### config.mk
export PLATFORM = sky130hd
export DESIGN_NAME = controle_robo
export DESIGN_NICKNAME = d
export VERILOG_FILES = /design/src/rtl/controle_robo.sv
export SDC_FILE = /design/constraint.sdc
export NUM_CORES = 1
export LEC_CHECK = 0
export BUFFER_PORTS_ARGS = -buffer_cell sky130_fd_sc_hd__buf_2
export CAP_MARGIN = 5
export CORE_ASPECT_RATIO = 1.25
export CORE_MARGIN = 4
export CORE_UTILIZATION = 51
export DETAILED_ROUTE_END_ITERATION = 16
export GPL_ROUTABILITY_DRIVEN = 0
export GPL_TIMING_DRIVEN = 0
export PLACE_DENSITY = 0.79
export SETUP_SLACK_MARGIN = 0.4
export SLEW_MARGIN = 20
export SYNTH_ARGS = -nofsm -noshare
export SYNTH_HDL_FRONTEND = slang
export SYNTH_SLANG_ARGS = --single-unit
### constraint.sdc
create_clock -name clock -period 1.6 [get_ports clock]
set_input_delay 0.32 -clock clock [delete_from_list [all_inputs] [get_ports clock]]
set_output_delay 0.32 -clock clock [all_outputs]
set_load 0.01 [all_outputs]
### src/rtl/controle_robo.sv
// Cleaning-robot motion controller.
// Sequences sense -> decide -> act -> map moves, runs timed dirt removal, and
// halts when the advance budget is used up or the robot keeps turning in place.
module controle_robo #(
    parameter int unsigned RM_CYCLES = 4,   // cycles remover is held per removal
    parameter int unsigned MAX_STEPS = 200, // advance count that ends the run
    parameter int unsigned MAX_TURNS = 4    // consecutive turns that mean "stuck"
) (
    input  logic       clock,
    input  logic       reset,
    input  logic       start,
    input  logic       head,
    input  logic       left,
    input  logic       under,
    input  logic       barreira,
    output logic       en_sense,
    output logic       avancar,
    output logic       girar,
    output logic       remover,
    output logic       en_map,
    output logic       busy,
    output logic       stuck,
    output logic       done,
    output logic [7:0] passos,
    output logic [2:0] estado,
    output logic       left_reg
);

    // Removal down-counter width; it only ever holds RM_CYCLES-1 down to 0.
    localparam int unsigned RmW = (RM_CYCLES > 2) ? $clog2(RM_CYCLES) : 1;

    localparam logic [RmW-1:0] RmLoad   = RmW'(RM_CYCLES - 1);
    localparam logic [7:0]     MaxSteps = 8'(MAX_STEPS);
    localparam logic [7:0]     MaxTurns = 8'(MAX_TURNS);

    typedef enum logic [2:0] {
        StIdle   = 3'd0,
        StSense  = 3'd1,
        StDecide = 3'd2,
        StAct    = 3'd3,
        StMap    = 3'd4,
        StRemove = 3'd5,
        StHalt   = 3'd6
    } state_t;

    state_t         state;
    logic [7:0]     turns;
    logic [RmW-1:0] rm_cnt;

    // Sensor snapshot taken at the end of SENSE; DECIDE only looks at these,
    // so sensor activity at any other time cannot steer the robot.
    logic head_q;
    logic under_q;
    logic barreira_q;

    // Whole controller: state, counters, flags and command strobes.
    // Every command is set on the edge that enters its state, so each strobe is
    // a flop output aligned exactly with the state it belongs to.
    always_ff @(posedge clock or negedge reset) begin
        if (!reset) begin
            state      <= StIdle;
            turns      <= '0;
            rm_cnt     <= '0;
            passos     <= '0;
            stuck      <= 1'b0;
            done       <= 1'b0;
            en_sense   <= 1'b0;
            avancar    <= 1'b0;
            girar      <= 1'b0;
            remover    <= 1'b0;
            en_map     <= 1'b0;
            head_q     <= 1'b0;
            under_q    <= 1'b0;
            barreira_q <= 1'b0;
            left_reg   <= 1'b0;
        end else begin
            // Single-cycle strobes fall back to zero unless re-armed below.
            en_sense <= 1'b0;
            avancar  <= 1'b0;
            girar    <= 1'b0;
            en_map   <= 1'b0;

            unique case (state)
                StIdle: begin
                    if (start) begin
                        state    <= StSense;
                        en_sense <= 1'b1;
                        passos   <= '0;
                        turns    <= '0;
                        stuck    <= 1'b0;
                        done     <= 1'b0;
                    end
                end

                StSense: begin
                    head_q     <= head;
                    under_q    <= under;
                    barreira_q <= barreira;
                    left_reg   <= left;
                    state      <= StDecide;
                end

                StDecide: begin
                    if (under_q && !barreira_q) begin
                        // Dirt wins unless an obstacle is in the way.
                        state   <= StRemove;
                        remover <= 1'b1;
                        rm_cnt  <= RmLoad;
                    end else if (!head_q && !barreira_q) begin
                        state   <= StAct;
                        avancar <= 1'b1;
                        turns   <= '0;
                        if (passos != 8'hFF) begin
                            passos <= passos + 8'd1;
                        end
                    end else begin
                        state <= StAct;
                        girar <= 1'b1;
                        if (turns != 8'hFF) begin
                            turns <= turns + 8'd1;
                        end
                    end
                end

                StAct: begin
                    state  <= StMap;
                    en_map <= 1'b1;
                end

                StMap: begin
                    // done outranks stuck when both limits are hit together.
                    if (passos == MaxSteps) begin
                        state <= StHalt;
                        done  <= 1'b1;
                    end else if (turns == MaxTurns) begin
                        state <= StHalt;
                        stuck <= 1'b1;
                    end else begin
                        state    <= StSense;
                        en_sense <= 1'b1;
                    end
                end

                StRemove: begin
                    if (rm_cnt == '0) begin
                        state    <= StSense;
                        remover  <= 1'b0;
                        en_sense <= 1'b1;
                    end else begin
                        rm_cnt <= rm_cnt - RmW'(1);
                    end
                end

                StHalt: begin
                    // Wait for start to drop so a held start cannot relaunch.
                    if (!start) begin
                        state <= StIdle;
                    end
                end

                default: begin
                    state   <= StIdle;
                    remover <= 1'b0;
                end
            endcase
        end
    end

    // Busy covers every working state; decoded from the state flop.
    always_comb begin
        busy = (state != StIdle) && (state != StHalt);
    end

    // State code exported for observation.
    always_comb begin
        estado = state;
    end

endmodule

---- Yosys cells after proc, flatten, opt, wreduce, memory -nomap -nowiden ----
Index checks and enable logic that the tools add are counted.
word-level totals
  flip-flop bits (word level) ............. 32
  bits in latches ......................... 0
  bits in writable memories ............... 0
  ROM bits ................................ 0
  input port bits ......................... 7
  output and inout bits ................... 20
  word-level logic and storage cells ...... 101
  memories ................................ 0
operators by class
  add/sub/neg operators ................... 3
  multiply operators ...................... 0
  div/mod/pow operators ................... 0
  magnitude comparators ................... 0
  equal/unequal tests ..................... 23
  shifts and indexed selects .............. 0
  mux-type cells .......................... 40
  bitwise gates (word level) .............. 1
  reduce and logical (&&, ||, !) cells .... 19
operators with widths
  operator               number
  $mux W8                7
  $pmux W8 S2            2
  $ne A2 B2 Y1 const B   11
  $pmux W3 S7            1
  $mux W3                6
  $mux W1                17
  $add A8 B1 Y8 const B  2
  $ne A8 B8 Y1 const B   2
  $reduce_and A3 Y1      4
  $eq A3 B3 Y1 const B   3
  $eq A8 B3 Y1 const B   1
  $eq A8 B8 Y1 const B   1
  $reduce_and A4 Y1      2
  $eq A3 B2 Y1 const B   2
  $ne A3 B3 Y1 const B   2
  $pmux W1 S3            2
  $reduce_bool A2 Y1     3
  $reduce_and A5 Y1      1
  $reduce_or A5 Y1       1
  $mux W2                2
  $pmux W1 S2            2
  $pmux W2 S2            1
  $eq A3 B1 Y1 const B   1
  $logic_and A1 B1 Y1    3
  other kinds (6)        7

---- Longest topological paths before layout ----
Gate-level depths: netlist of run 1.
  word-level depth ........................ 5
  mapped depth ............................ 6
  depth with buffers taken out ............ 6

---- Worst setup path after synthesis of run 1 ----
Ideal clock, no wire load.
  path type ............................... register to register
  start point ............................. register passos[0]
  end point ............................... register passos[3]
  setup time .............................. 0.135 ns
  arrival ................................. 1.565 ns
  required time ........................... 1.465 ns
  setup slack ............................. -0.100 ns
  cell stages (with the launch flop) ...... 7
  buffers on the path ..................... 1
  path through ............................ dfrtp_1 > ha_1 > nand3_1 > or3_1 > clkbuf_1 > a31oi_1 > a31oi_1
between the ends
  word-level cells in the longest chain between the ends .. 5
  elaborated cells on any way between the ends .. 8
  classes of those cells .................. 1 x add/sub; 2 x eq/ne; 4 x mux; 1 x reduce/logical
ends and longest elaborated chain
  item                    line  text
  start, declared         24    output logic [7:0] passos,
  start signal, assigned  114   passos <= passos + 8'd1;
  $add A8 B1 Y8           114
  $mux W8                 113   if (passos != 8'hFF) begin
  $mux W8                 109   end else if (!head_q && !barreira_q) begin
  $mux W8                 104   if (under_q && !barreira_q) begin
  $pmux W8 S2             83    unique case (state)
Parallel ways exist; a longest one is shown, timed or not. The select of a mux whose other input is x is not followed.
A chain may end at the register's enable or synchronous reset.

---- Worst setup path after layout of run 1 ----
  start point ............................. register state[0], in the netlist estado[0]
  end point ............................... register passos[7]
between the ends
  word-level cells in the longest chain between the ends .. 3
  elaborated cells on any way between the ends .. 9
  classes of those cells .................. 5 x eq/ne; 1 x mux; 3 x reduce/logical
ends and longest elaborated chain
  item                                                                 line  text
  start, declared                                                      46    state_t state;
  start signal, assigned                                               61    state <= StIdle;
  start signal, assigned                                               86    state <= StSense;
  start signal, assigned                                               100   state <= StDecide;
  $eq A3 B2 Y1 or $logic_not A3 Y1 (tied branches)                     83
  $ne A2 B2 Y1 (no source line) or $reduce_bool A2 Y1 (tied branches)  n/a
  $reduce_and A5 Y1 (no source line)                                   n/a
Parallel ways exist; a longest one is shown, timed or not.

==> results of run 1 <==
area by class of cell:
cell class	count	area share, %
Timing Repair Buffer	87	23.6
Clock inverter	1	0.155
Clock buffer	6	2.25
Sequential cell	32	25.4
Inverter	10	1.52
Tap cell	39	1.52
Multi-Input combinational cell	143	43.3
Buffer	6	2.33
timing repair:
action                     4_1_cts  5_1_grt
gates resized for setup         65       67
pin swaps                       21       23
setup endpoints to repair       39       44
buffers inserted                27       34
critical path: cells and delay by family (launching register included):
family,cells,cell delay (ps)
flops,1,450
simple gates,1,150
buf+inv,3,470
compound gates,2,660
layer usage:
layer | track usage (%) | vias to the layer above | share of wire [%]
met5 | 0 | - | 0
li1 | - | 906 | -
met2 | 47.3 | 180 | 52
met1 | 33.6 | 1086 | 33
met3 | 7.38 | 71 | 7.5
met4 | 13.7 | 0 | 7.6
how the worst min path moves through the flow:
stage | end | depth (start not counted) | slack (ps)
after floorplan | avancar$_DFF_PN0_ | 0 | 20
after global placement | passos[1]$_DFFE_PN0P_ | 1 | 410
after detailed placement | passos[2]$_DFFE_PN0P_ | 1 | 420
after CTS | passos[2]$_DFFE_PN0P_ | 1 | 110
after global routing | estado[0]$_DFFE_PN0P_ | 1 | 130
final | turns[7]$_DFFE_PN0P_ | 1 | 80
logic make-up after synthesis:
| family | after synthesis | synth area share [%] |
|---|---|---|
| multiplexers | 10 | 5.73 |
| AO/OA/AOI/OAI | 40 | 14.7 |
| adder cells (fa/ha/maj) | 5 | 3.41 |
| flip-flops | 32 | 43.6 |
| AND/OR/NAND/NOR | 88 | 28.6 |
| buffers and inverters | 16 | 3.95 |
cell usage after synthesis, types with 2 or more instances:
cell	number
clkbuf_1	3
nand2b_1	7
nor2_1	6
ha_1	5
nor4_1	5
o21a_1	2
dfrtp_1	32
o211ai_1	2
o21ai_0	9
or3_1	3
mux2i_1	6
nand2_1	20
a21oi_1	6
or4_1	3
a211oi_1	2
mux2_2	4
nand3_1	15
inv_1	10
o311ai_0	3
nand4bb_1	2
nand3b_1	3
a31oi_1	4
o31ai_1	4
nand4_1	3
nor3_1	9
power breakdown:
part           leakage (nW)  switching (mW)  total (mW)  internal [mW]
clock                0.0410           0.320       0.616          0.296
sequential            0.399           0.251        1.26           1.01
combinational         0.937            1.82        3.67           1.85
stage by stage:
step / cell area [um2] / setup slack (ps)
2_1_floorplan: 1950 / -36.9
3_3_place_gp: 2130 / -351
3_5_place_dp: 2130 / -374
4_1_cts: 2700 / -70.9
5_1_grt: 3220 / -348
6_report: 3220 / -298
==> impl_metrics.csv, run 1 <==
group,metric,value,unit
outcome,status,"finished with violations",
outcome,violations,"negative setup slack",
pwr,total_power,5.55,mW
worst_setup_path,critPathMaxStageDelay,490,ps
cts,cts.clk_slew.worst_paths,70,ps
global_route,grt-ovfl-total,0,
global_route,grt_pass1_wl,9430,um
global_route,grt_max_degree,33,
global_route,grt_pass1_vias,1846,
yosys,synthTopCellsByArea,"dfrtp_1 44%, nand2_1 4.1%, nand3_1 4.1%, ha_1 3.4%, mux2i_1 3.3%",
die,fp.coreArea,0.00348,mm2
sta,slew-limit-headroom,51.1,%
die,ioPinCount,27,
hold_path,hold_class,"primary input to asynchronous set/reset pin",
routing,ant_nets,0,
cts,worstSkewPairLatency,300,ps
sta,grt_setup_unrepaired,"true",
sta,worst_pin_slew,734,ps
die,die_h,75.1,um
yosys,netlist_instances,191,
cts,cts_hold_buf,0,
sta,layout_min_cycle_time,1900,ps
layout,num_antenna_cells,0,
cts,clockRootBuffer,"clkbuf_8",
die,core.rowCount,24,
sta,finalWorstSetupSlack,-298,ps
routing,wl,8630,um
place,dpl.cell_count,256,
worst_setup_path,rr_startpoint,"estado[0]$_DFFE_PN0P_",
global_route,grt_util_all_layers,28.5,%
cts,clock_path_buffers,2,
cts,cts_buffers,5,
routing,first_pass_iters,5,
sta,fin_skew,8.41,ps
worst_setup_path,critPathSlowestCell,"o41ai_2",
place,dp_hpwl,3010,um
yosys,synth_ff_type,"dfrtp_1",
die,start_util,52.7,%
yosys,syn-cell-area,0.00184,mm2
yosys,ys_ff_latch,32,
job,drv_cap,0,
layout,final_cell_mix,"37 x buf_4, 34 x buf_6, 19 x dfrtp_1",
layout,fillers,116,
worst_setup_path,path_max_fanout,5,
sta,tns,-3010,ps
yosys,synth.largest_area_cell,"dfrtp_1",
routing,drt-vias-per-instance,6.92,
yosys,synth_top_area_share,43.6,%
sta,whs,80.9,ps
worst_setup_path,startpoint_type,"flip-flop",
sta,slew_violations,0,
pwr,irDropWorstVdd,0.00148,V
worst_setup_path,r2r_cells,6,
global_route,grt_antenna_before_repair,0,
routing,drt-initial-drc-count,238,
sta,max_freq,527,MHz
layout,area_delta_synth_final,75.4,%
layout,seqCellArea,817,um2
cts,clock_sinks,32,
yosys,syn_avg_cell_area,9.61,um2
worst_setup_path,required,1740,ps
pwr,powerDensity,1720,mW/mm2
worst_setup_path,r2r-end,"passos[7]$_DFFE_PN0P_",
sta,hold_violations,0,
yosys,synth-async-reset-ratio,100,%
yosys,synth_cell_types,48,
die,fp.dieW,61.7,um
pwr,p_leak,1.38,nW
routing,drc,0,
place,io_buffers,26,
layout,postLayoutCoreUtil,92.4,%
worst_setup_path,critPathArrivalTime,2040,ps
sta,finalCritPeriodShare,119,%
worst_setup_path,path_cells,"buf_8 > nor2_4 > buf_4 > o2111ai_4 > buf_8 > o41ai_2",
worst_setup_path,worstSetupPathType,"flip-flop to flip-flop",
yosys,synth_seq_area_share,43.6,%
worst_setup_path,critPathCapture,"passos[7]$_DFFE_PN0P_",
layout,layoutNonFillerInstCount,324,
cts,htree_levels,2,
yosys,synth_nets,203,
routing,wl_per_cell,26.6,um
yosys,ys_warn_count,0,
layout,num-nets-final,297,
routing,vias,2243,
worst_setup_path,crit_top_cell,"buf_8",
worst_setup_path,rrSetupSlack,-300,ps
layout,drive_gt1_share,63.9,%
layout,mostFrequentLayoutCell,"buf_4",
worst_setup_path,critPathLaunch,"estado[0]$_DFFE_PN0P_",
worst_setup_path,crit_path_end_kind,"flip-flop",
die,die-area,0.00463,mm2
layout,multi_input_area,0.00139,mm2
yosys,synth_edf_count,0,
cts,cts_tree,"done",
sta,finalSetupViolCount,24,
(Power assumes the default switching activity.)
==> run 2, diff against run 1 <==
--- a/config.mk
+++ b/config.mk
@@ -7,13 +7,13 @@
 export LEC_CHECK = 0
 export BUFFER_PORTS_ARGS = -buffer_cell sky130_fd_sc_hd__buf_2
 export CAP_MARGIN = 5
-export CORE_ASPECT_RATIO = 1.25
+export CORE_ASPECT_RATIO = 2
 export CORE_MARGIN = 4
-export CORE_UTILIZATION = 51
+export CORE_UTILIZATION = 54
 export DETAILED_ROUTE_END_ITERATION = 16
 export GPL_ROUTABILITY_DRIVEN = 0
 export GPL_TIMING_DRIVEN = 0
-export PLACE_DENSITY = 0.79
+export PLACE_DENSITY = 0.8
 export SETUP_SLACK_MARGIN = 0.4
 export SLEW_MARGIN = 20
 export SYNTH_ARGS = -nofsm -noshare
==> constraint.sdc (replaced) <==
create_clock -name clock -period 1.8 [get_ports clock]
set_input_delay 0.36 -clock clock [delete_from_list [all_inputs] [get_ports clock]]
set_output_delay 0.36 -clock clock [all_outputs]
set_load 0.01 [all_outputs]
==> impl_metrics.csv, run 2 (synthesized netlist as in run 1, its figures left out) <==
group,metric,value,unit
layout,fillers,143,
cts,htree_levels,2,
sta,grt_setup_unrepaired,"true",
layout,multi_input_area,0.00131,mm2
cts,clock_sinks,32,
worst_setup_path,critPathLaunch,"estado[2]$_DFFE_PN0P_",
global_route,grt_antenna_before_repair,0,
job,drv_cap,0,
outcome,status,"completed",
cts,clock_path_buffers,2,
worst_setup_path,required,2020,ps
layout,seqCellArea,816,um2
routing,wl_per_cell,20.8,um
pwr,total_power,3.80,mW
place,place_area,0.00211,mm2
sta,slew_violations,0,
sta,slew-limit-headroom,51.6,%
die,start_util,56.8,%
worst_setup_path,startpoint_type,"flip-flop",
global_route,grt-ovfl-total,0,
sta,finalSetupViolCount,0,
layout,num_antenna_cells,0,
layout,final_cell_mix,"35 x buf_4, 26 x buf_2, 20 x dfrtp_1",
sta,hold_violations,0,
pwr,powerDensity,1350,mW/mm2
layout,area_delta_synth_final,53.2,%
worst_setup_path,critPathArrivalTime,1990,ps
sta,max_freq,564,MHz
sta,finalCritPeriodShare,98.5,%
die,ioPinCount,27,
sta,fin_skew,7.15,ps
cts,worstSkewPairLatency,290,ps
die,core.rowCount,29,
global_route,grt_pass1_vias,1848,
die,die_h,90.5,um
worst_setup_path,rr_startpoint,"estado[2]$_DFFE_PN0P_",
sta,whs,123,ps
layout,num-nets-final,276,
cts,cts.clk_slew.worst_paths,70,ps
routing,wl,6150,um
die,fp.coreArea,0.00323,mm2
sta,layout_min_cycle_time,1770,ps
pwr,irDropWorstVdd,0.00127,V
layout,mostFrequentLayoutCell,"buf_4",
cts,clockRootBuffer,"clkbuf_8",
worst_setup_path,path_max_fanout,7,
routing,first_pass_iters,5,
routing,vias,1970,
layout,drive_gt1_share,54.3,%
global_route,grt_pass1_wl,8780,um
cts,cts_hold_buf,0,
cts,cts_buffers,5,
pwr,p_leak,1.20,nW
die,fp.dieW,49.2,um
worst_setup_path,crit_path_end_kind,"flip-flop",
routing,drt-vias-per-instance,6.66,
layout,final_cell_area,0.00281,mm2
routing,ant_nets,0,
die,die-area,0.00445,mm2
routing,drc,0,
hold_path,hold_class,"primary input to asynchronous set/reset pin",
place,io_buffers,26,
sta,worst_pin_slew,725,ps
worst_setup_path,worstSetupPathType,"flip-flop to flip-flop",
place,dp_hpwl,3440,um
routing,drt-initial-drc-count,110,
global_route,grt_util_all_layers,25.1,%
cts,cts_tree,"done",
global_route,grt_max_degree,33,
-- run 2: worst paths after layout --
path	depth (start not counted)	endpoint	slack [ps]
worst max-delay path	5	passos[5]$_DFFE_PN0P_	30
worst min-delay path	1	turns[5]$_DFFE_PN0P_	120
worst max register to register	5	passos[5]$_DFFE_PN0P_	30
worst min register to register	1	rm_cnt[0]$_DFFE_PN0P_	490
max in group asynchronous	1	estado[0]$_DFFE_PN0P_	1160
min in group clock	2	left_reg$_DFFE_PN0P_	310
-- run 2: power by group --
part / switching, mW / total (mW) / internal, mW
registers: 0.201 / 1.10 / 0.898
logic: 1.13 / 2.13 / 1.00
clock network: 0.258 / 0.570 / 0.312
total: 1.59 / 3.80 / 2.21
-- run 2: per-stage QoR --
stage | util (%) | setup WS (ps) | TNS, ps | instances
6_report | 87.1 | 26.4 | 0 | 296
5_1_grt | 87.1 | -40.5 | -69.1 | 296
4_1_cts | 77.1 | 120 | 0 | 275
3_5_place_dp | 65.3 | -227 | -1240 | 248
3_3_place_gp | 65.3 | -153 | -625 | 248
2_1_floorplan | - | 163 | 0 | 191
-- run 2: repair_timing --
item                       CTS  global route
buffers inserted            19            21
pin swaps                   11            24
resized for setup           36            38
setup endpoints to repair   30            32
-- run 2: critical path, cell delays in order, from the launching register on --
cell,delay [ps]
dfrtp_2,430
buf_6,150
or3b_4,430
nor2_1,130
or4b_1,450
nand3_1,110
-- run 2: per-layer routing --
metal	GRT usage [%]	wire, um	part of all wire (%)	up-vias
li1	-	-	-	864
met1	26.2	2130	35	966
met2	44.6	3300	54	105
met3	5.79	321	5.2	35
met4	13.8	394	6.4	0
met5	0	0	0	-
-- run 2: cell type report --
| cell class | instances | area share, % |
|---|---|---|
| well taps | 31 | 1.38 |
| clock buffers | 8 | 3.20 |
| repair buffers | 66 | 16.0 |
| inverters | 10 | 1.47 |
| multi-input cells | 143 | 46.6 |
| plain buffers | 6 | 2.40 |
| flip-flops and latches | 32 | 29.0 |
==> run 3, diff against run 2 <==
==> constraint.sdc (replaced) <==
create_clock -name clock -period 1.8 [get_ports clock]
set_input_delay 0.09 -clock clock [delete_from_list [all_inputs] [get_ports clock]]
set_output_delay 0.09 -clock clock [all_outputs]
set_load 0.01 [all_outputs]
==> impl_metrics.csv, run 3 (synthesized netlist as in run 1, its figures left out) <==
group,metric,value,unit
outcome,status,"completed",
die,fp.coreArea,0.00323,mm2
worst_setup_path,crit_path_end_kind,"flip-flop",
sta,worst_pin_slew,723,ps
die,die-area,0.00445,mm2
global_route,grt_pass1_vias,1918,
routing,wl,6330,um
layout,layoutNonFillerInstCount,291,
global_route,grt-ovfl-total,0,
cts,clockRootBuffer,"clkbuf_8",
global_route,grt_util_all_layers,25.7,%
pwr,powerDensity,1390,mW/mm2
worst_setup_path,crit_top_cell,"buf_6",
cts,clock_path_buffers,2,
worst_setup_path,critPathSlowestCell,"or4b_1",
worst_setup_path,r2r-end,"passos[5]$_DFFE_PN0P_",
layout,final_cell_mix,"27 x buf_4, 25 x buf_2, 20 x dfrtp_1",
cts,htree_levels,2,
cts,cts_buffers,5,
routing,drt-vias-per-instance,6.74,
global_route,grt_antenna_before_repair,0,
worst_setup_path,critPathLaunch,"estado[0]$_DFFE_PN0P_",
worst_setup_path,critPathMaxStageDelay,520,ps
die,start_util,56.8,%
worst_setup_path,worstSetupPathType,"flip-flop to flip-flop",
routing,wl_per_cell,21.7,um
hold_path,min_from,"barreira",
sta,finalSetupViolCount,0,
routing,vias,1961,
routing,drt-initial-drc-count,78,
cts,cts.clk_slew.worst_paths,70,ps
pwr,p_leak,1.19,nW
hold_path,hold_depth,2,
layout,area_delta_synth_final,52.8,%
place,io_buffers,26,
routing,first_pass_iters,4,
worst_setup_path,required,2020,ps
die,die_h,90.5,um
place,place_area,0.00211,mm2
worst_setup_path,critPathArrivalTime,1990,ps
sta,max_freq,565,MHz
pwr,irDropWorstVdd,0.00128,V
cts,worstSkewPairLatency,290,ps
routing,ant_nets,0,
worst_setup_path,r2r_cells,6,
hold_path,hold_class,"primary input to flip-flop",
worst_setup_path,path_cells,"buf_6 > nor2_4 > nand3_2 > buf_6 > or4b_1 > nand3_1",
layout,num_antenna_cells,0,
routing,drc,0,
sta,grt_setup_unrepaired,"true",
sta,hold_violations,0,
cts,clock_sinks,32,
worst_setup_path,crit_buf_inv,2,
sta,fin_skew,11.2,ps
worst_setup_path,rr_startpoint,"estado[0]$_DFFE_PN0P_",
cts,cts_tree,"done",
job,drv_cap,0,
layout,drive_gt1_share,52.7,%
worst_setup_path,path_max_fanout,6,
sta,slew-limit-headroom,51.7,%
hold_path,holdPathEnd,"barreira_q$_DFFE_PN0P_",
place,dpl.cell_count,248,
layout,final_cell_area,0.00281,mm2
die,ioPinCount,27,
sta,finalCritPeriodShare,98.4,%
global_route,grt_pass1_wl,8850,um
die,fp.dieW,49.2,um
layout,multi_input_area,0.00132,mm2
worst_setup_path,startpoint_type,"flip-flop",
place,dp_hpwl,3440,um
worst_setup_path,rrSetupSlack,30,ps
sta,layout_min_cycle_time,1770,ps
layout,seqCellArea,816,um2
layout,mostFrequentLayoutCell,"buf_4",
layout,num-nets-final,271,
sta,slew_violations,0,
layout,fillers,149,
global_route,grt_max_degree,33,
die,core.rowCount,29,
pwr,total_power,3.91,mW
worst_setup_path,crit_family,"simple AND/OR/NAND/NOR gates",
run 3: changes by cell type in the layout (fill, tap and decap cells not counted), sizes merged:
| cell | previous run | this run |
|---|---|---|
| buf | 70 | 64 |
| dlygate4sd3 | 0 | 1 |
run 3: worst max path at each step:
stage / to / slack [ps] / depth (start not counted)
after detailed placement: turns[7]$_DFFE_PN0P_ / -230 / 5
after floorplan: passos[5]$_DFFE_PN0P_ / 160 / 5
after CTS: passos[7]$_DFFE_PN0P_ / 110 / 6
final: passos[5]$_DFFE_PN0P_ / 30 / 6
after global routing: turns[6]$_DFFE_PN0P_ / -30 / 6
after global placement: turns[7]$_DFFE_PN0P_ / -150 / 5
run 3: report_power, final:
part	switching (mW)	total [mW]	internal, mW	leakage, nW
Sequential	0.202	1.10	0.898	0.401
Clock	0.269	0.581	0.312	0.0455
Combinational	1.19	2.22	1.04	0.743
Total	1.66	3.91	2.25	1.19
run 3: metal layers:
| metal | routed length (um) | vias up | GRT usage [%] |
|---|---|---|---|
| li1 | - | 855 | - |
| met1 | 2180 | 976 | 25.6 |
| met2 | 3530 | 101 | 45.0 |
| met3 | 329 | 29 | 7.44 |
| met4 | 289 | 0 | 16.2 |
| met5 | 0 | - | 0 |
run 3: timing repair:
| action | 4_1_cts | 5_1_grt |
|---|---|---|
| resized for setup | 34 | 41 |
| setup buffers | 22 | 12 |
| pin swaps | 15 | 15 |
| hold endpoints to repair | 32 | 0 |
| hold buffers | 1 | 0 |
| endpoints found under the setup margin | 30 | 32 |
run 3: per-stage QoR:
stage / hold slack [ps] / setup WS (ps) / util (%) / TNS, ps
2_1_floorplan: -206 / 163 / - / 0
3_3_place_gp: 173 / -153 / 65.3 / -625
3_5_place_dp: 179 / -227 / 65.3 / -1240
4_1_cts: 29.7 / 107 / 78.0 / 0
5_1_grt: 28.3 / -28.1 / 86.9 / -50.7
6_report: 36.6 / 29.4 / 86.9 / 0
run 3: layout make-up:
class | count | share of cell area (%)
clock buffer | 8 | 3.21
sequential | 32 | 29.1
inverter | 10 | 1.56
tap | 31 | 1.38
buffer | 6 | 2.19
timing repair buffer | 61 | 15.6
multi-input combinational | 143 | 47.0
